--- src/rtl/tree_reduce_ctrl.sv ---
// -----------------------------------------------------------------------------
// tree_reduce_ctrl
//
// Sequencing controller for an external combinational saturating adder tree.
// A job of cfg_len beats is streamed in; each beat (LANES signed words) is
// driven onto the tree, and the tree's per-beat sum is folded into a
// saturating signed accumulator. The final scalar is returned over a
// valid/ready handshake together with a sticky "accumulator clamped" flag.
//
// Optional feature macro: TREE_REDUCE_PIPE_EN
//   Defined   : tree_out is registered (plus a valid bit) before it reaches
//               the accumulator; a one-cycle DRAIN state follows the last beat.
//   Undefined : tree_out feeds the accumulator directly; no DRAIN state.
//
// Ports
//   clk        in   clock, rising edge
//   rst        in   synchronous, active-high reset
//   start      in   job start pulse, sampled only in IDLE
//   cfg_len    in   beats in job, sampled with start (0 = empty job)
//   busy       out  high in any state other than IDLE
//   in_valid   in   beat valid
//   in_ready   out  beat accepted on in_valid && in_ready (ACCUM only)
//   in_data    in   beat words, lane 0 in the LSBs
//   tree_in    out  adder-tree input, equal to in_data
//   tree_out   in   adder-tree sum, combinational from tree_in
//   out_valid  out  result valid (DONE)
//   out_ready  in   result consumed on out_valid && out_ready
//   out_data   out  signed accumulated result
//   out_sat    out  sticky flag: accumulator clamped at least once this job
// -----------------------------------------------------------------------------
module tree_reduce_ctrl #(
  parameter int DATA_W = 16,
  parameter int LANES  = 4,
  parameter int LEN_W  = 8
) (
  input  logic                    clk,
  input  logic                    rst,
  input  logic                    start,
  input  logic [LEN_W-1:0]        cfg_len,
  output logic                    busy,
  input  logic                    in_valid,
  output logic                    in_ready,
  input  logic [DATA_W*LANES-1:0] in_data,
  output logic [DATA_W*LANES-1:0] tree_in,
  input  logic [DATA_W-1:0]       tree_out,
  output logic                    out_valid,
  input  logic                    out_ready,
  output logic [DATA_W-1:0]       out_data,
  output logic                    out_sat
);

`ifdef TREE_REDUCE_PIPE_EN
  typedef enum logic [1:0] {
    S_IDLE  = 2'd0,
    S_ACCUM = 2'd1,
    S_DONE  = 2'd2,
    S_DRAIN = 2'd3
  } state_t;
`else
  typedef enum logic [1:0] {
    S_IDLE  = 2'd0,
    S_ACCUM = 2'd1,
    S_DONE  = 2'd2
  } state_t;
`endif

  localparam logic [DATA_W-1:0] ACC_MAX = {1'b0, {(DATA_W-1){1'b1}}};
  localparam logic [DATA_W-1:0] ACC_MIN = {1'b1, {(DATA_W-1){1'b0}}};

  state_t            state_q, state_d;
  logic [DATA_W-1:0] acc_q,   acc_d;
  logic              sat_q,   sat_d;
  logic [LEN_W-1:0]  cnt_q,   cnt_d;
  logic [LEN_W-1:0]  len_q,   len_d;

  logic              in_fire;
  logic              add_en;
  logic [DATA_W-1:0] addend;
  logic [DATA_W:0]   sum_wide;
  logic              sum_ovf;

  // The tree owns no state; its input bus is a straight wire from upstream.
  assign tree_in = in_data;

  assign in_fire = (state_q == S_ACCUM) && in_valid;

`ifdef TREE_REDUCE_PIPE_EN
  logic [DATA_W-1:0] stage_q;
  logic              stage_vld_q;

  // Stage the tree sum so the accumulator adder sits behind a register.
  always_ff @(posedge clk) begin
    if (rst) begin
      stage_q     <= '0;
      stage_vld_q <= 1'b0;
    end else begin
      stage_vld_q <= in_fire;
      if (in_fire) stage_q <= tree_out;
    end
  end

  assign addend = stage_q;
  assign add_en = stage_vld_q;
`else
  assign addend = tree_out;
  assign add_en = in_fire;
`endif

  // One extra bit of headroom: overflow shows up as the two top bits
  // disagreeing, and the top bit then tells which rail to clamp to.
  assign sum_wide = {acc_q[DATA_W-1], acc_q} + {addend[DATA_W-1], addend};
  assign sum_ovf  = sum_wide[DATA_W] ^ sum_wide[DATA_W-1];

  // NOTE: every output of this block gets a default before the case so no
  // path leaves a signal unassigned, which would infer a latch.
  always_comb begin
    state_d   = state_q;
    acc_d     = acc_q;
    sat_d     = sat_q;
    cnt_d     = cnt_q;
    len_d     = len_q;
    in_ready  = 1'b0;
    out_valid = 1'b0;

    if (add_en) begin
      if (sum_ovf) begin
        acc_d = sum_wide[DATA_W] ? ACC_MIN : ACC_MAX;
        sat_d = 1'b1;
      end else begin
        acc_d = sum_wide[DATA_W-1:0];
      end
    end

    unique case (state_q)
      S_IDLE: begin
        if (start) begin
          acc_d   = '0;
          sat_d   = 1'b0;
          cnt_d   = '0;
          len_d   = cfg_len;
          state_d = (cfg_len != '0) ? S_ACCUM : S_DONE;
        end
      end
      S_ACCUM: begin
        in_ready = 1'b1;
        if (in_valid) begin
          cnt_d = cnt_q + LEN_W'(1);
          if (cnt_q == len_q - LEN_W'(1)) begin
`ifdef TREE_REDUCE_PIPE_EN
            state_d = S_DRAIN;
`else
            state_d = S_DONE;
`endif
          end
        end
      end
`ifdef TREE_REDUCE_PIPE_EN
      // The staged last beat is folded in during this cycle.
      S_DRAIN: state_d = S_DONE;
`endif
      S_DONE: begin
        out_valid = 1'b1;
        if (out_ready) state_d = S_IDLE;
      end
      default: state_d = S_IDLE;
    endcase
  end

  // NOTE: sequential state uses non-blocking assignments so every register
  // samples its _d value from the same pre-edge snapshot.
  always_ff @(posedge clk) begin
    if (rst) begin
      state_q <= S_IDLE;
      acc_q   <= '0;
      sat_q   <= 1'b0;
      cnt_q   <= '0;
      len_q   <= '0;
    end else begin
      state_q <= state_d;
      acc_q   <= acc_d;
      sat_q   <= sat_d;
      cnt_q   <= cnt_d;
      len_q   <= len_d;
    end
  end

  assign busy     = (state_q != S_IDLE);
  assign out_data = acc_q;
  assign out_sat  = sat_q;

endmodule
--- config.mk ---
export PLATFORM = sky130hd
export DESIGN_NAME = tree_reduce_ctrl
export DESIGN_NICKNAME = d
export VERILOG_FILES = /design/src/rtl/tree_reduce_ctrl.sv
export SDC_FILE = /design/constraint.sdc
export NUM_CORES = 1
export LEC_CHECK = 0
export CAP_MARGIN = 0
export CORE_MARGIN = 2
export CORE_UTILIZATION = 39
export CTS_CLUSTER_DIAMETER = 120
export DETAILED_ROUTE_END_ITERATION = 8
export GPL_ROUTABILITY_DRIVEN = 0
export GPL_TIMING_DRIVEN = 0
export PLACE_DENSITY = 0.81
export SLEW_MARGIN = 20
export SYNTH_ARGS = -nofsm -noshare
export SYNTH_HDL_FRONTEND = slang
export SYNTH_SLANG_ARGS = --single-unit
--- constraint.sdc ---
create_clock -name clk -period 3.99 [get_ports clk]
set_input_delay 0.798 -clock clk [delete_from_list [all_inputs] [get_ports clk]]
set_output_delay 0.798 -clock clk [all_outputs]
set_load 0.05 [all_outputs]
==> impl_metrics.tcl <==
set metrics [dict create \
    ant_nets 0 \
    synth_ff_type "dfxtp_1" \
    ys_seq_elements 35 \
    port_buffers 111 \
    max_freq_mhz 295 \
    ios 177 \
    crit_path_top_delay_cell "or3_1" \
    ys_types 58 \
    cts_buffers 5 \
    critPathArrivalTime_ps 3550 \
    path_max_fanout 10 \
    detailed_place.area_um2 4390 \
    clock_sinks 35 \
    vias_per_cell 5.07 \
    path_class "in2reg" \
    drc_errors 0 \
    start_util 0.406 \
    holdPathEnd "len_q[7]$_SDFFE_PP0P_" \
    postCtsSetupBuffers 0 \
    worstHoldStart "len_q[7]$_SDFFE_PP0P_" \
    setup_viol 0 \
    cts_tree "yes" \
    synth_top_cell_by_area "dfxtp_1" \
    track_usage 0.179 \
    drt-pass1-iter-count 5 \
    antenna_cells 0 \
    required_ps 4150 \
    period_needed_ps 3390 \
    r2r-start "out_data[0]$_SDFF_PP0_" \
    finalHoldViolations 0 \
    post_cts_resized 0 \
    max_stage_delay_ps 440 \
    peakVddDrop_v 0.000131 \
    dieArea_um2 8820 \
    hp-class "reg2reg" \
    fin_area_um2 4490 \
    rsz0062_at_grt "false" \
    grt_pass1_vias 2786 \
    cts_root_buffer "clkbuf_8" \
    ys_top_cells_by_area "dfxtp_1 (22%), buf_4 (15%), ha_1 (7.1%)" \
    register_area_um2 701 \
    crit_path_cell_trace "clkdlybuf4s50_1, ha_1, fa_1, nand3_1, a211oi_1, or3_1, o2111ai_2, a21boi_4, buf_6, maj3_2, a21oi_2" \
    cts_buffer_depth 2 \
    dieHeight_um 93.9 \
    synth_edf_count 0 \
    fin_skew_ps 7.40 \
    hold_depth 2 \
    tightest_slew_ps 639 \
    yosysWarnings 0 \
    maxCapViolCount 0 \
    syn_inst 380 \
    syn_area_per_cell_um2 8.30 \
    grt_max_degree 14 \
    r2r_cells 10 \
    core_area_um2 7770 \
    path_clk_slew_ps 80 \
    status "finished clean" \
    fillerInstances 684 \
    yosysTopAreaCellShare 0.222 \
    powerDensity_nw_per_um2 266 \
    tns_ps 0 \
    r2r_slack_ps 1200 \
    start_kind "input pin" \
    clock_latency_ps 290 \
    grt.overflow.total 0 \
    crit_buf_inv 2 \
    min_period_over_period 0.850 \
    synth_area_um2 3150 \
    relSlewSlack 0.573 \
    final_cell_mix "clkdlybuf4s50_1 (111), buf_4 (65), a21oi_1 (35), dfxtp_1 (35), nand2_1 (33)" \
    layout_commonest_cell "clkdlybuf4s50_1" \
    holdBufCountCts 0 \
    syn_nets 492 \
    cp_top_family "adder cells" \
    htree_levels 2 \
    wirelength_mm 8.30 \
    r2r_end "out_data[14]$_SDFF_PP0_" \
    multi_input_area_um2 1830 \
    fp-row-count 32 \
    detailed_place_hpwl_mm 6.70 \
    antenna_found_initial 0 \
    avgRoutedWirePerCell_um 13.8 \
    drive_gt1_frac 0.222 \
    p_leak_nw 1.85 \
    drt_iter0_markers 110 \
    vias 3046 \
    syn_to_final_growth_pct 42.3 \
    slew_violations 0 \
    die_w_um 93.9 \
    endpoint_kind "flop" \
    ys_seq_area_frac 0.222 \
    synth-async-reset-ratio 0 \
    nets 610 \
    grt_pass1_wl_mm 12.7 \
]
## routing by layer
metal / track usage / share of wire / vias up
met5: 0 / 0 / -
met4: 0.0568 / 0.017 / 0
met3: 0.0369 / 0.094 / 10
met2: 0.333 / 0.51 / 138
met1: 0.202 / 0.38 / 1390
li1: - / - / 1508
## flip-flops by register name, summed over array words and instances (netlist names)
signal	flops
out_data	16
out_sat	1
len_q	8
cnt_q	8
state_q	2
## cells by family after synthesis
logic type,share of synthesized area
adder cells (fa/ha/maj),0.130
multiplexers,0.0194
XOR/XNOR,0.0698
AND/OR/NAND/NOR,0.153
AO/OA/AOI/OAI,0.207
buffers and inverters,0.199
flip-flops,0.222
## power breakdown
group          internal (W)  switching [W]  leakage (nW)  total [W]
registers          0.000362      0.0000131         0.285   0.000375
logic              0.000233       0.000311          1.52   0.000544
clock network      0.000125       0.000147        0.0443   0.000272
## final cells by class
type / count / share of cell area
buffer: 78 / 0.132
inverter: 9 / 0.00753
clock buffer: 5 / 0.0153
clock inverter: 3 / 0.00558
sequential: 35 / 0.156
multi-input combinational: 258 / 0.407
tap: 102 / 0.0285
timing repair buffer: 111 / 0.248
## worst reg2reg max path: stages (launching register included)
cell and delay (ps):
dfxtp_1 330, ha_1 210, fa_1 430, nand3_1 120, a211oi_1 90, or3_1 440
o2111ai_2 230, a21boi_4 330, buf_6 210, maj3_2 220, a21oi_2 50
## how the worst max path moves through the flow
stage / from / to / cells past startpoint
2_1_floorplan: tree_out[0] / out_data[11]$_SDFF_PP0_ / 10
3_3_place_gp: tree_out[0] / out_data[10]$_SDFF_PP0_ / 11
6_report: tree_out[0] / out_data[14]$_SDFF_PP0_ / 11
3_5_place_dp: tree_out[0] / out_data[10]$_SDFF_PP0_ / 11
5_1_grt: tree_out[0] / out_data[14]$_SDFF_PP0_ / 11
4_1_cts: tree_out[0] / out_data[10]$_SDFF_PP0_ / 11
## through the flow
| step | cells | hold WS (ps) | total power (W) | util | worst slack [ps] |
|---|---|---|---|---|---|
| floorplan | 380 | 448 | 0.000775 | - | 960 |
| global placement | 593 | 453 | 0.000917 | 0.565 | 315 |
| detailed placement | 593 | 468 | 0.000927 | 0.565 | 302 |
| CTS | 601 | 482 | 0.00120 | 0.577 | 606 |
| global route | 601 | 513 | 0.00124 | 0.577 | 465 |
| finish | 601 | 477 | 0.00119 | 0.577 | 599 |
## cells in the mapped netlist (2+ instances only)
cell type	number
and3_2	2
a21oi_1	35
maj3_2	12
nand4_1	3
nor2b_1	6
a2bb2oi_1	2
a211o_1	2
xor2_1	10
o21ai_0	22
dfxtp_1	35
nor4_1	4
mux2i_1	5
nand3_1	9
buf_6	4
and2_1	3
a21oi_2	10
xnor2_1	12
a21o_1	4
nand2b_1	3
nand2_1	33
o21a_1	4
inv_1	9
maj3_1	3
nor3_1	5
buf_4	65
clkbuf_1	4
and3_1	6
ha_1	18
nor2_1	16
or3_1	3
nand3b_1	2
dlygate4sd1_1	2
o211ai_1	2
Power figures use the tool's default switching activity.
